File: config.mk
export PLATFORM = sky130hd
export DESIGN_NAME = imem_arbiter
export DESIGN_NICKNAME = d
export VERILOG_FILES = /design/src/rtl/imem_arbiter.sv
export SDC_FILE = /design/constraint.sdc
export NUM_CORES = 1
export LEC_CHECK = 0
export BUFFER_PORTS_ARGS = -buffer_cell sky130_fd_sc_hd__buf_2
export CAP_MARGIN = 20
export CORE_MARGIN = 2
export CORE_UTILIZATION = 43
export DETAILED_ROUTE_END_ITERATION = 7
export GPL_TIMING_DRIVEN = 0
export HOLD_SLACK_MARGIN = 0.02
export MAX_ROUTING_LAYER = met4
export PLACE_DENSITY = 0.76
export RECOVER_POWER = 25
export SLEW_MARGIN = 20
export SYNTH_ARGS = -nofsm -noshare
export SYNTH_HDL_FRONTEND = slang
export SYNTH_SLANG_ARGS = --single-unit
File: constraint.sdc
create_clock -name clk -period 2.1 [get_ports clk]
set_input_delay 0.21 -clock clk [delete_from_list [all_inputs] [get_ports clk]]
set_output_delay 0.21 -clock clk [all_outputs]
set_load 0.02 [all_outputs]
File: src/rtl/imem_arbiter.sv
// imem_arbiter: two-port (fetch, loader) arbiter onto a single
// request/ack instruction memory port with a bounded ack wait.
//
// Ports
//   clk, rst_n            : rising-edge clock, synchronous active-low reset
//   f_req/f_addr          : fetch read request (hold until f_gnt)
//   f_gnt/f_rvalid/f_err  : fetch grant, read-done and timeout pulses
//   f_rdata               : last fetch read data (held between reads)
//   l_req/l_we/l_addr/
//   l_wdata               : loader read/write request (hold until l_gnt)
//   l_gnt/l_rvalid/l_err  : loader grant, done and timeout pulses
//   l_rdata               : last loader read data (held across writes)
//   mem_req/mem_we/
//   mem_addr/mem_wdata    : registered memory command, stable until ack
//   mem_rdata/mem_ack     : memory read data and completion
//   busy                  : a transaction is outstanding
//
// Build option: define IMEM_ARB_RR_EN for round-robin on ties;
// otherwise the loader always beats fetch.

module imem_arbiter #(
  parameter int ADDR_W  = 32,
  parameter int DATA_W  = 32,
  parameter int TIMEOUT = 15
) (
  input  logic              clk,
  input  logic              rst_n,
  input  logic              f_req,
  input  logic [ADDR_W-1:0] f_addr,
  output logic              f_gnt,
  output logic              f_rvalid,
  output logic [DATA_W-1:0] f_rdata,
  output logic              f_err,
  input  logic              l_req,
  input  logic              l_we,
  input  logic [ADDR_W-1:0] l_addr,
  input  logic [DATA_W-1:0] l_wdata,
  output logic              l_gnt,
  output logic              l_rvalid,
  output logic [DATA_W-1:0] l_rdata,
  output logic              l_err,
  output logic              mem_req,
  output logic              mem_we,
  output logic [ADDR_W-1:0] mem_addr,
  output logic [DATA_W-1:0] mem_wdata,
  input  logic [DATA_W-1:0] mem_rdata,
  input  logic              mem_ack,
  output logic              busy
);

  localparam logic [7:0] TO_CNT = 8'(TIMEOUT);

  typedef enum logic {
    IDLE = 1'b0,
    BUSY = 1'b1
  } state_t;

  state_t            state_q;
  state_t            state_d;
  logic              owner_q;
  logic              owner_d;
  logic [7:0]        wait_q;
  logic [7:0]        wait_d;

  logic              f_gnt_d;
  logic              f_rvalid_d;
  logic              f_err_d;
  logic [DATA_W-1:0] f_rdata_d;
  logic              l_gnt_d;
  logic              l_rvalid_d;
  logic              l_err_d;
  logic [DATA_W-1:0] l_rdata_d;
  logic              mem_req_d;
  logic              mem_we_d;
  logic [ADDR_W-1:0] mem_addr_d;
  logic [DATA_W-1:0] mem_wdata_d;
  logic              busy_d;

  logic              grant;
  logic              pick_l;
  logic              ack_done;
  logic              to_done;

  assign grant = (state_q == IDLE) && (f_req || l_req);

`ifdef IMEM_ARB_RR_EN
  // 1 = loader owned the last grant; reset value lets fetch win
  // the first tie.
  logic last_q;

  assign pick_l = l_req && (!f_req || !last_q);

  always_ff @(posedge clk) begin
    if (!rst_n) begin
      last_q <= 1'b1;
    end else if (grant) begin
      last_q <= pick_l;
    end
  end
`else
  assign pick_l = l_req;
`endif

  // Ack has priority over a timeout landing on the same edge.
  assign ack_done = (state_q == BUSY) && mem_ack;
  assign to_done  = (state_q == BUSY) && !mem_ack
                    && (wait_q == TO_CNT);

  always_comb begin
    state_d     = state_q;
    owner_d     = owner_q;
    wait_d      = wait_q;
    f_gnt_d     = 1'b0;
    f_rvalid_d  = 1'b0;
    f_err_d     = 1'b0;
    f_rdata_d   = f_rdata;
    l_gnt_d     = 1'b0;
    l_rvalid_d  = 1'b0;
    l_err_d     = 1'b0;
    l_rdata_d   = l_rdata;
    mem_req_d   = mem_req;
    mem_we_d    = mem_we;
    mem_addr_d  = mem_addr;
    mem_wdata_d = mem_wdata;
    busy_d      = busy;

    unique case (state_q)
      IDLE: begin
        if (grant) begin
          state_d   = BUSY;
          owner_d   = pick_l;
          wait_d    = '0;
          mem_req_d = 1'b1;
          busy_d    = 1'b1;
          if (pick_l) begin
            l_gnt_d     = 1'b1;
            mem_we_d    = l_we;
            mem_addr_d  = l_addr;
            mem_wdata_d = l_wdata;
          end else begin
            f_gnt_d     = 1'b1;
            mem_we_d    = 1'b0;
            mem_addr_d  = f_addr;
            mem_wdata_d = '0;
          end
        end
      end
      BUSY: begin
        unique case (1'b1)
          ack_done: begin
            state_d   = IDLE;
            mem_req_d = 1'b0;
            busy_d    = 1'b0;
            if (owner_q) begin
              l_rvalid_d = 1'b1;
              if (!mem_we) begin
                l_rdata_d = mem_rdata;
              end
            end else begin
              f_rvalid_d = 1'b1;
              f_rdata_d  = mem_rdata;
            end
          end
          to_done: begin
            state_d   = IDLE;
            mem_req_d = 1'b0;
            busy_d    = 1'b0;
            if (owner_q) begin
              l_err_d = 1'b1;
            end else begin
              f_err_d = 1'b1;
            end
          end
          default: begin
            wait_d = wait_q + 8'd1;
          end
        endcase
      end
      default: begin
        state_d = IDLE;
      end
    endcase
  end

  always_ff @(posedge clk) begin
    if (!rst_n) begin
      state_q   <= IDLE;
      owner_q   <= 1'b0;
      wait_q    <= '0;
      f_gnt     <= 1'b0;
      f_rvalid  <= 1'b0;
      f_err     <= 1'b0;
      f_rdata   <= '0;
      l_gnt     <= 1'b0;
      l_rvalid  <= 1'b0;
      l_err     <= 1'b0;
      l_rdata   <= '0;
      mem_req   <= 1'b0;
      mem_we    <= 1'b0;
      mem_addr  <= '0;
      mem_wdata <= '0;
      busy      <= 1'b0;
    end else begin
      state_q   <= state_d;
      owner_q   <= owner_d;
      wait_q    <= wait_d;
      f_gnt     <= f_gnt_d;
      f_rvalid  <= f_rvalid_d;
      f_err     <= f_err_d;
      f_rdata   <= f_rdata_d;
      l_gnt     <= l_gnt_d;
      l_rvalid  <= l_rvalid_d;
      l_err     <= l_err_d;
      l_rdata   <= l_rdata_d;
      mem_req   <= mem_req_d;
      mem_we    <= mem_we_d;
      mem_addr  <= mem_addr_d;
      mem_wdata <= mem_wdata_d;
      busy      <= busy_d;
    end
  end

endmodule
==> summary.md, run 1 <==
| Metric | Value |
|---|---|
| CP Class | reg -> reg |
| Critical path arrival | 2.17 ns |
| Final setup TNS | 0 ns |
| Antenna Nets Post-Route | 0 |
| Unrepaired setup endpoints after global routing | no |
| Overall routing resource usage | 0.257 |
| Biggest fanout along the worst timing path | 6 |
| Tcrit/Tclk final | 0.897 |
| Fin crit period | between 1.5 and 2 ns |
| Vias per cell | between 5 and 6 |
| Total power | between 0.006 and 0.007 W |
| Die Wd | 115 µm |
| Setup bufs post-CTS | 0 |
| Total core area | around 12000 µm² |
| Initial antenna violation count | 0 |
| Hold Fails Final Rpt | 0 |
| HPWL after DPL | about 12000 µm |
| Seq/Total Area, Yosys | 0.551 |
| CTS Root Cell | clkbuf_16 |
| Largest net degree at the start of global routing | 17 |
| Syn. warnings | 0 |
| Fillers | approximately 1100 |
| Synthesis-stage register bit count | around 150 |
| CP Data Required Time | roughly 2.4 ns |
| Class of the most critical hold timing path | in -> reg |
| Slew @ Worst Pin | around 0.65 ns |
| Peak supply drop | between 0.6 and 0.7 mV |
| Critical path launch point type | register |
| Initial Utilization | 0.442 |
| Final worst slack | around 0.22 ns |
| CTS tree | yes |
| CTS Hold Bufs | 33 |
| Reg2reg setup slack | 0.22 ns |
| Die ar. | 13200 µm² |
| Die H | approximately 120 µm |
| Final-stage net count | about 1000 |
| H-tree depth | 4 |
| Global route overflow | 0 |
| Syn avg cell area | between 9 and 10 µm² |
| Clk buf depth | 2 |
| Pre-Repair DR Iteration Count | 4 |
| Cell Area, Synth | around 5300 µm² |
| Fmax | ~530 MHz |
| Drt wl/cell | approximately 16 µm |
| Vias in the first global route | slightly above 5000 |
| Net Count, Synth | 714 |
| Std cell rows | 40 |
| Vias | 5364 |
| Synth Instances | 579 |
| Boundary Pins | 271 |
| Fraction of layout cells with a size suffix above 1 | 0.281 |
| Max_slew headroom | 0.568 |
| Reg clk slew, reported paths | ~0.060 ns |
| Routability cong. | approximately 0.84 |
| PortBufs | around 270 |
| Resized Gates After CTS | 0 |
| Pleak | between 3 and 4 nW |
| PwrDens | roughly 910 nW/µm² |
| P&R area growth vs syn | 44.8% |
| Crit. End Element | register |
| Status | complete, no violations |
| Max-slew violations | 0 |
| Pre-CTS WS | approximately 0.27 ns |
| Post-synth EDFFs | 0 |
| Setup Skew | 0.00529 ns |
| Clk sinks | roughly 150 |
| Max_cap viols | 0 |
| Post-synth cell types | 40 |
| Final wirelength | between 15000 and 20000 µm |
| Async S/R FF share, synth | 0 |
| Main flop type after synthesis | dfxtp_1 |
| Residual DRC | 0 |
| Worst skew pair latency | approximately 0.41 ns |
| TritonCTS Buffers | 17 |
| Final setup viols | 0 |
| First-pass GRT wire length | between 20000 and 30000 µm |
| Ant diodes | 0 |
| Drt initial violations | just under 400 |
sequential cells by signal, indices dropped and copies added (netlist names):
name,flops
busy,1
l_rdata,32
mem_wdata,32
mem_we,1
wait_q,8
l_gnt,1
f_rdata,32
l_rvalid,1
l_err,1
f_gnt,1
f_err,1
f_rvalid,1
state_q,1
owner_q,1
mem_addr,32
worst paths after layout:
kind / startpoint / to / cells past startpoint
worst max-delay path: wait_q[0] / wait_q[7] / 5
worst min-delay path: mem_rdata[9] / f_rdata[9] / 3
worst max register to register: wait_q[0] / wait_q[7] / 5
worst min register to register: l_rdata[20] / l_rdata[20] / 2
layout make-up:
cell class                      instances  area [µm²]  area share
Inverter                                9        33.8     0.00440
Buffer                                 43         186      0.0243
Sequential cell                       146        2920       0.380
Tap cell                              147         184      0.0239
Timing Repair Buffer                  302        1590       0.207
Multi-Input combinational cell        381        2160       0.282
Clock inverter                         13         159      0.0207
Clock buffer                           19         443      0.0576
synthesized netlist by cell type (2+ instances only):
master | instances | share of area
buf_1 | 5 | 0.0035
nor3_1 | 4 | 0.0038
a211oi_1 | 32 | 0.045
nand2_1 | 134 | 0.095
buf_2 | 18 | 0.017
nor2_1 | 42 | 0.030
a21oi_1 | 67 | 0.063
clkbuf_1 | 19 | 0.013
inv_1 | 8 | 0.0057
and2_1 | 2 | 0.0024
nand3_1 | 3 | 0.0028
o22ai_1 | 2 | 0.0024
or3_1 | 3 | 0.0035
nand2b_1 | 2 | 0.0024
mux2i_1 | 33 | 0.062
a22o_1 | 33 | 0.054
and3_1 | 2 | 0.0024
dfxtp_1 | 146 | 0.55
o21ai_0 | 3 | 0.0028
layout by cell type, fill, tap and decap left out, types with 2 or more instances in the layout:
cell           count
clkinv_2           5
a22o_1            33
o22ai_1            2
a211oi_1          32
nand2_1          134
clkinv_4           4
buf_2            218
clkbuf_16         17
dlygate4sd3_1     33
o21ai_0            3
dfxtp_1          146
nand2b_1           2
clkbuf_1          89
nor3_1             4
nand3_1            3
and3_1             2
or3_1              3
inv_1              8
bufinv_16          3
buf_1              5
nor2_1            42
mux2i_1           33
a21oi_1           67
metrics by stage:
| step | instances | instance area, µm² | hold slack (ns) | utilization |
|---|---|---|---|---|
| 2_1_floorplan | 579 | 5310 | 0.336 | - |
| 3_3_place_gp | 995 | 6840 | 0.421 | 0.569 |
| 3_5_place_dp | 995 | 6840 | 0.422 | 0.569 |
| 4_1_cts | 1060 | 7770 | 0.0290 | 0.647 |
| 5_1_grt | 1060 | 7680 | 0.0273 | 0.640 |
| 6_report | 1060 | 7680 | 0.0451 | 0.640 |
cell families (layout without fill, tap and decap cells):
| family | Yosys count | count (layout) | share of synthesized area |
|---|---|---|---|
| and+or+nand+nor | 200 | 200 | 0.157 |
| AOI/OAI and AO/OA | 146 | 146 | 0.184 |
| DFF | 146 | 146 | 0.551 |
| buffers and inverters | 52 | 386 | 0.0417 |
| muxes | 33 | 33 | 0.0622 |
| adders and majority gates | 1 | 1 | 0.00236 |
| xor gates and xnor gates | 1 | 1 | 0.00165 |
critical path: stages (launching register included):
cell and delay [ns]:
dfxtp_1 0.38, ha_1 0.21, nand3_1 0.26, o311ai_1 0.63
or3_1 0.20, o211ai_1 0.08
per-layer routing:
| layer | GRT usage | vias up | part of all wire |
|---|---|---|---|
| li1 | - | 2657 | - |
| met1 | 0.285 | 2425 | 0.40 |
| met2 | 0.448 | 251 | 0.51 |
| met3 | 0.0611 | 31 | 0.069 |
| met4 | 0.0956 | 0 | 0.020 |
| met5 | - | - | 0 |
power breakdown:
group	leakage, nW	switching [W]	total, W	internal [W]
combinational	1.90	0.000568	0.000925	0.000357
clock	0.301	0.00115	0.00305	0.00190
sequential	1.19	0.0000773	0.00299	0.00292
Power figures use the tool's default switching activity.
==> run 2, diff against run 1 <==
--- a/config.mk
+++ b/config.mk
@@ -7,9 +7,10 @@
 export LEC_CHECK = 0
 export BUFFER_PORTS_ARGS = -buffer_cell sky130_fd_sc_hd__buf_2
 export CAP_MARGIN = 20
-export CORE_MARGIN = 2
+export CORE_MARGIN = 5
 export CORE_UTILIZATION = 43
 export DETAILED_ROUTE_END_ITERATION = 7
+export GPL_ROUTABILITY_DRIVEN = 0
 export GPL_TIMING_DRIVEN = 0
 export HOLD_SLACK_MARGIN = 0.02
 export MAX_ROUTING_LAYER = met4
==> run 2 against run 1 <==
Die area increased by 11%. Wire length up 6.5%. Combinational power about the same. Global-route usage down 1.5 points. Critical path depth unchanged. Final cell count is 2.0% higher. Clock skew grew 0.0018 ns. Sequential power barely moved. Hold slack got worse by 0.013 ns. Largest power group unchanged.
==> summary.md, run 2 (same netlist as run 1, synthesis figures left out) <==
| Metric | Value |
|---|---|
| Critical Path Slowest Stage Cell | o311ai_1 |
| Fraction of layout cells with a size suffix above 1 | 0.281 (unchanged) |
| Tcrit/Tclk final | 0.867 (-0.0307) |
| Vias | 5352 (-0.22%) |
| Unrepaired setup endpoints after global routing | no |
| Delay-heaviest family, CP | compound AO/OA/AOI/OAI gates |
| First-pass GRT wire length | 26900 µm (+5.1%) |
| CP Class | reg -> reg |
| TritonCTS Buffers | 17 (unchanged) |
| Die ar. | 14700 µm² (+11%) |
| Die H | 121 µm (+5.2%) |
| Peak supply drop | 0.625 mV (-3.1%) |
| Die Wd | 121 µm (+5.2%) |
| Reg clk slew, reported paths | 0.06 ns (about the same) |
| Final setup viols | 0 (unchanged) |
| Reg2Reg Depth | 5 (unchanged) |
| Fin crit period | 1.82 ns (-0.0646 ns) |
| CTS Root Cell | clkbuf_16 |
| Biggest fanout along the worst timing path | 6 (unchanged) |
| Setup Skew | 0.00711 ns (+0.00182 ns) |
| Max_cap viols | 0 (unchanged) |
| Most frequent cells in the layout | buf_2, dfxtp_1, nand2_1, clkbuf_1, a21oi_1 |
| CP max stage delay | 0.59 ns (-0.04 ns) |
| Critical path arrival | 2.12 ns (-0.05 ns) |
| P&R area growth vs syn | 45.6% |
| Std cell rows | 40 (unchanged) |
| Max-slew violations | 0 (unchanged) |
| PortBufs | 269 (unchanged) |
| Worst path depth | 5 (unchanged) |
| PwrDens | 916 nW/µm² (+1.0%) |
| Hold Fails Final Rpt | 0 (unchanged) |
| Crit. End Element | register |
| Vias in the first global route | 5282 (+3.5%) |
| Cells on Worst Hold Path | 2 (-1) |
| Fillers | 1079 (+2.7%) |
| Class of the most critical hold timing path | in -> reg |
| Final-stage net count | 1035 (unchanged) |
| H-tree depth | 4 (unchanged) |
| Crit path cell chain | ha_1 > nand3_1 > o311ai_1 > or3_1 > o211ai_1 |
| Cell area after placement | 6860 µm² (+0.38%) |
| Fmax | 550 MHz (+3.5%) |
| Residual DRC | 0 (unchanged) |
| Max_slew headroom | 0.629 (+0.0610) |
| Antenna Nets Post-Route | 0 (unchanged) |
| CP Buf/Inv Count | 0 (unchanged) |
| Boundary Pins | 271 (unchanged) |
| Post-route design area | 7730 µm² (+0.57%) |
| Met2 Wirelength | 9070 µm (+6.6%) |
| Overall routing resource usage | 0.242 (-0.0152) |
| Global route overflow | 0 (unchanged) |
| HPWL after DPL | 13000 µm (+6.8%) |
| Status | complete, no violations |
| Resized Gates After CTS | 0 (unchanged) |
| Slew @ Worst Pin | 0.547 ns (-0.100 ns) |
| Total core area | 12100 µm² (+0.42%) |
| Final wirelength | 17800 µm (+6.5%) |
| Initial antenna violation count | 0 (unchanged) |
| Clk buf depth | 2 (unchanged) |
| CP Data Required Time | 2.40 ns (about the same) |
| Pleak | 3.39 nW (-0.30%) |
| Drt initial violations | 348 (-12%) |
| Largest net degree at the start of global routing | 17 (unchanged) |
| Met3 wire length | 1380 µm (+20%) |
| Pre-Repair DR Iteration Count | 5 (+1) |
| Max layer used | met4 |
| Clk sinks | 146 (unchanged) |
| Worst skew pair latency | 0.42 ns (about the same) |
| Vias per cell | 4.95 (-2.2%) |
| CTS tree | yes |
| Critical path launch point type | register |
| Final setup TNS | 0 ns (unchanged) |
| Ant diodes | 0 (unchanged) |
| Initial Utilization | 0.440 (-0.00183) |
| Drt wl/cell | 16.5 µm (+4.4%) |
| Commonest non-fill, non-tap cell in the layout | buf_2 |
| Met1 wire length | 6880 µm (+2.1%) |
## run 2: cell types whose count changed in the layout (fill, tap and decap cells not counted)
cell        previous run  this run
clkbuf_8               1         0
buf_2                218       219
bufinv_16              3         4
clkinvlp_4             0         5
clkinv_4               4         1
clkinv_2               5         2
## run 2: cell type report
class	count	area, µm²	area share
Clock buffer	19	433	0.0560
Inverter	9	33.8	0.00437
Clock inverter	13	185	0.0240
Multi-Input combinational cell	381	2160	0.280
Sequential cell	146	2920	0.378
Buffer	43	188	0.0243
Tap cell	168	210	0.0272
Timing Repair Buffer	302	1590	0.206
## run 2: power breakdown
| part | switching (W) | internal, W | total (W) |
|---|---|---|---|
| logic | 0.000571 | 0.000356 | 0.000927 |
| registers | 0.0000778 | 0.00291 | 0.00299 |
| clock network | 0.00117 | 0.00199 | 0.00316 |
| total | 0.00182 | 0.00526 | 0.00708 |
## run 2: repair_timing
item                                    in CTS  in global routing
hold endpoints to repair                    32                  1
hold buffers                                32                  1
endpoints found under the setup margin       0                  0
setup buffers                                0                  0
## run 2: final timing paths
| path | startpoint | end | slack (ns) |
|---|---|---|---|
| worst max-delay path | wait_q[0] | wait_q[7] | 0.28 |
| worst max register to register | wait_q[0] | wait_q[7] | 0.28 |
| worst min-delay path | l_wdata[9] | mem_wdata[9] | 0.03 |
| worst min register to register | l_rdata[7] | l_rdata[7] | 0.45 |
## run 2: per-layer routing
metal | vias to the layer above | global-route usage
met5 | - | -
met4 | 0 | 0.104
met3 | 35 | 0.0695
met2 | 237 | 0.417
met1 | 2438 | 0.259
li1 | 2642 | -
## run 2: worst reg2reg max path: stages, from the launching register on
cell	delay (ns)
dfxtp_1	0.39
ha_1	0.22
nand3_1	0.24
o311ai_1	0.59
or3_1	0.19
o211ai_1	0.08
## run 2: per-stage QoR
| stage | setup WS [ns] | total power [W] | hold WS, ns | utilization | std cells |
|---|---|---|---|---|---|
| final | 0.280 | 0.00708 | 0.0321 | 0.641 | 1081 |
| after global routing | 0.118 | 0.00735 | 0.0221 | 0.641 | 1081 |
| after CTS | 0.268 | 0.00713 | 0.0206 | 0.647 | 1080 |
| after detailed placement | 0.272 | 0.00394 | 0.421 | 0.569 | 1016 |
| after global placement | 0.313 | 0.00392 | 0.420 | 0.569 | 1016 |
| after floorplan | 0.475 | 0.00354 | 0.336 | - | 579 |
==> run 3, diff against run 2 <==
==> constraint.sdc (replaced) <==
create_clock -name clk -period 1.7 [get_ports clk]
set_input_delay 0.17 -clock clk [delete_from_list [all_inputs] [get_ports clk]]
set_output_delay 0.17 -clock clk [all_outputs]
set_load 0.02 [all_outputs]
==> run 3 against run 2 <==
Total power grew 25%. Final area grew 6.3%. Core utilization grew 4.0 points. Wire length grew 4.8%. Hold slack gained 0.024 ns. Clock power grew 23%. Die area is the same. First-iteration DRC count grew 13%. Critical path type unchanged.
==> summary.md, run 3 (same netlist as run 1, synthesis figures left out) <==
| Metric | Value |
|---|---|
| Global route hottest layer | met2 |
| Initial Utilization | 0.440 (unchanged) |
| GR Util met3 | 0.0695 (unchanged) |
| Status | complete, no violations |
| Fillers | 987 (-8.5%) |
| Final setup viols | 0 (unchanged) |
| Die H | 121 µm (unchanged) |
| Met2 GRT Util | 0.442 (+0.0250) |
| Die ar. | 14700 µm² (unchanged) |
| Pleak | 3.84 nW (+13%) |
| Met1 Usage GRT | 0.267 (+0.00811) |
| Die Wd | 121 µm (unchanged) |
| Reg clk slew, reported paths | 0.06 ns (about the same) |
| Unrepaired setup endpoints after global routing | yes |
| Total power | 0.00884 W (+25%) |
| Final wirelength | 18700 µm (+4.8%) |
| CTS Root Cell | clkbuf_16 |
| Residual DRC | 0 (unchanged) |
| Max-slew violations | 0 (unchanged) |
| Commonest non-fill, non-tap cell in the layout | buf_2 |
| Largest net degree at the start of global routing | 17 (unchanged) |
| CTS tree | yes |
| Fraction of layout cells with a size suffix above 1 | 0.364 (+0.0821) |
| Fin crit period | 1.66 ns (-0.155 ns) |
| Worst skew pair latency | 0.42 ns (about the same) |
| Initial antenna violation count | 0 (unchanged) |
| Layout Cells excl Fill | 1114 (+3.1%) |
| CP Data Required Time | 1.99 ns (-0.41 ns) |
| Vias | 5555 (+3.8%) |
| Clk sinks | 146 (unchanged) |
| Setup Skew | 0.00673 ns (-0.000378 ns) |
| Biggest fanout along the worst timing path | 4 (-2) |
| Pre-Repair DR Iteration Count | 4 (-1) |
| DP Cell Count | 1016 (unchanged) |
| Vias in the first global route | 5551 (+5.1%) |
| H-tree depth | 4 (unchanged) |
| Peak supply drop | 0.774 mV (+24%) |
| Hold Fails Final Rpt | 0 (unchanged) |
| Class of the most critical hold timing path | in -> reg |
| Cell area after placement | 6860 µm² (unchanged) |
| Critical Path Slowest Stage Cell | or4_4 |
| Vias per cell | 4.99 (+0.72%) |
| Max_cap viols | 0 (unchanged) |
| Overall routing resource usage | 0.253 (+0.0116) |
| PwrDens | 1080 nW/µm² (+17%) |
| Global route overflow | 0 (unchanged) |
| Final-stage net count | 1068 (+3.2%) |
| Crit. End Element | register |
| Antenna Nets Post-Route | 0 (unchanged) |
| Boundary Pins | 271 (unchanged) |
| PortBufs | 269 (unchanged) |
| Smallest hold slack | 0.0560 ns (+0.0238 ns) |
| Slew @ Worst Pin | 0.561 ns (+0.0139 ns) |
| Std cell rows | 40 (unchanged) |
| First-pass GRT wire length | 28300 µm (+5.0%) |
| HPWL after DPL | 13000 µm (unchanged) |
| Total core area | 12100 µm² (unchanged) |
| Critical path arrival | 1.95 ns (-0.17 ns) |
| TritonCTS Buffers | 17 (unchanged) |
| P&R area growth vs syn | 54.8% |
| Crit path cell chain | or3_4 > or4_4 > a31oi_4 > a21oi_1 |
| CP Class | reg -> reg |
| Clk buf depth | 2 (unchanged) |
| Tcrit/Tclk final | 0.979 (+0.113) |
| Fmax | 601 MHz (+9.3%) |
| Ant diodes | 0 (unchanged) |
| Max_slew headroom | 0.626 (-0.00349) |
| Drt initial violations | 392 (+13%) |
| Critical path launch point type | register |
| CP max stage delay | 0.55 ns (-0.04 ns) |
| Most frequent cells in the layout | buf_2, dfxtp_1, nand2_1, a21oi_1, dlygate4sd3_1 |
| Drt wl/cell | 16.8 µm (+1.7%) |
| Post-route design area | 8210 µm² (+6.3%) |
==> run 3: report_power, final <==
part	switching, W	internal, W	leakage (nW)
combinational	0.000731	0.000521	2.36
sequential	0.0000961	0.00360	1.19
clock	0.00143	0.00245	0.286
total	0.00226	0.00658	3.84
==> run 3: critical path, delay by kind of cell, from the launching register on <==
kind	cells	cell delay (ns)
compound gates	2	0.23
simple gates	2	0.97
flops	1	0.34
==> run 3: area by class of cell <==
type,instances,area [µm²],area share
clock inverters,13,185,0.0225
inverters,9,33.8,0.00411
multi-input cells,381,2210,0.269
flip-flops and latches,146,2930,0.356
repair buffers,336,2010,0.245
plain buffers,42,205,0.0250
clock buffers,19,433,0.0527
well taps,168,210,0.0256
==> run 3: worst paths after layout <==
kind                              endpoint  cells after the start  slack, ns         start
worst min register to register  l_rdata[7]                      2       0.45    l_rdata[7]
worst min-delay path            f_rdata[2]                      3       0.06  mem_rdata[2]
worst max-delay path             wait_q[2]                      4       0.04     wait_q[7]
worst max register to register   wait_q[2]                      4       0.04     wait_q[7]
==> run 3: metrics by stage <==
step           TNS, ns  setup WS, ns  utilization
2_1_floorplan        0        0.0746            -
3_3_place_gp     -1.82       -0.0870        0.569
3_5_place_dp     -2.54        -0.128        0.569
4_1_cts              0       0.00457        0.676
5_1_grt        -0.0328       -0.0245        0.681
6_report             0        0.0350        0.681
==> run 3: metal layers <==
metal | part of all wire | up-vias
li1 | - | 2710
met1 | 0.38 | 2551
met3 | 0.072 | 40
met2 | 0.52 | 254
met5 | 0 | -
met4 | 0.029 | 0
==> run 3: repair_timing <==
action	4_1_cts	5_1_grt
hold endpoints to repair	92	0
setup buffers	0	2
hold buffers	65	0
resized for setup	6	21
pin swaps	0	3
endpoints found under the setup margin	37	110
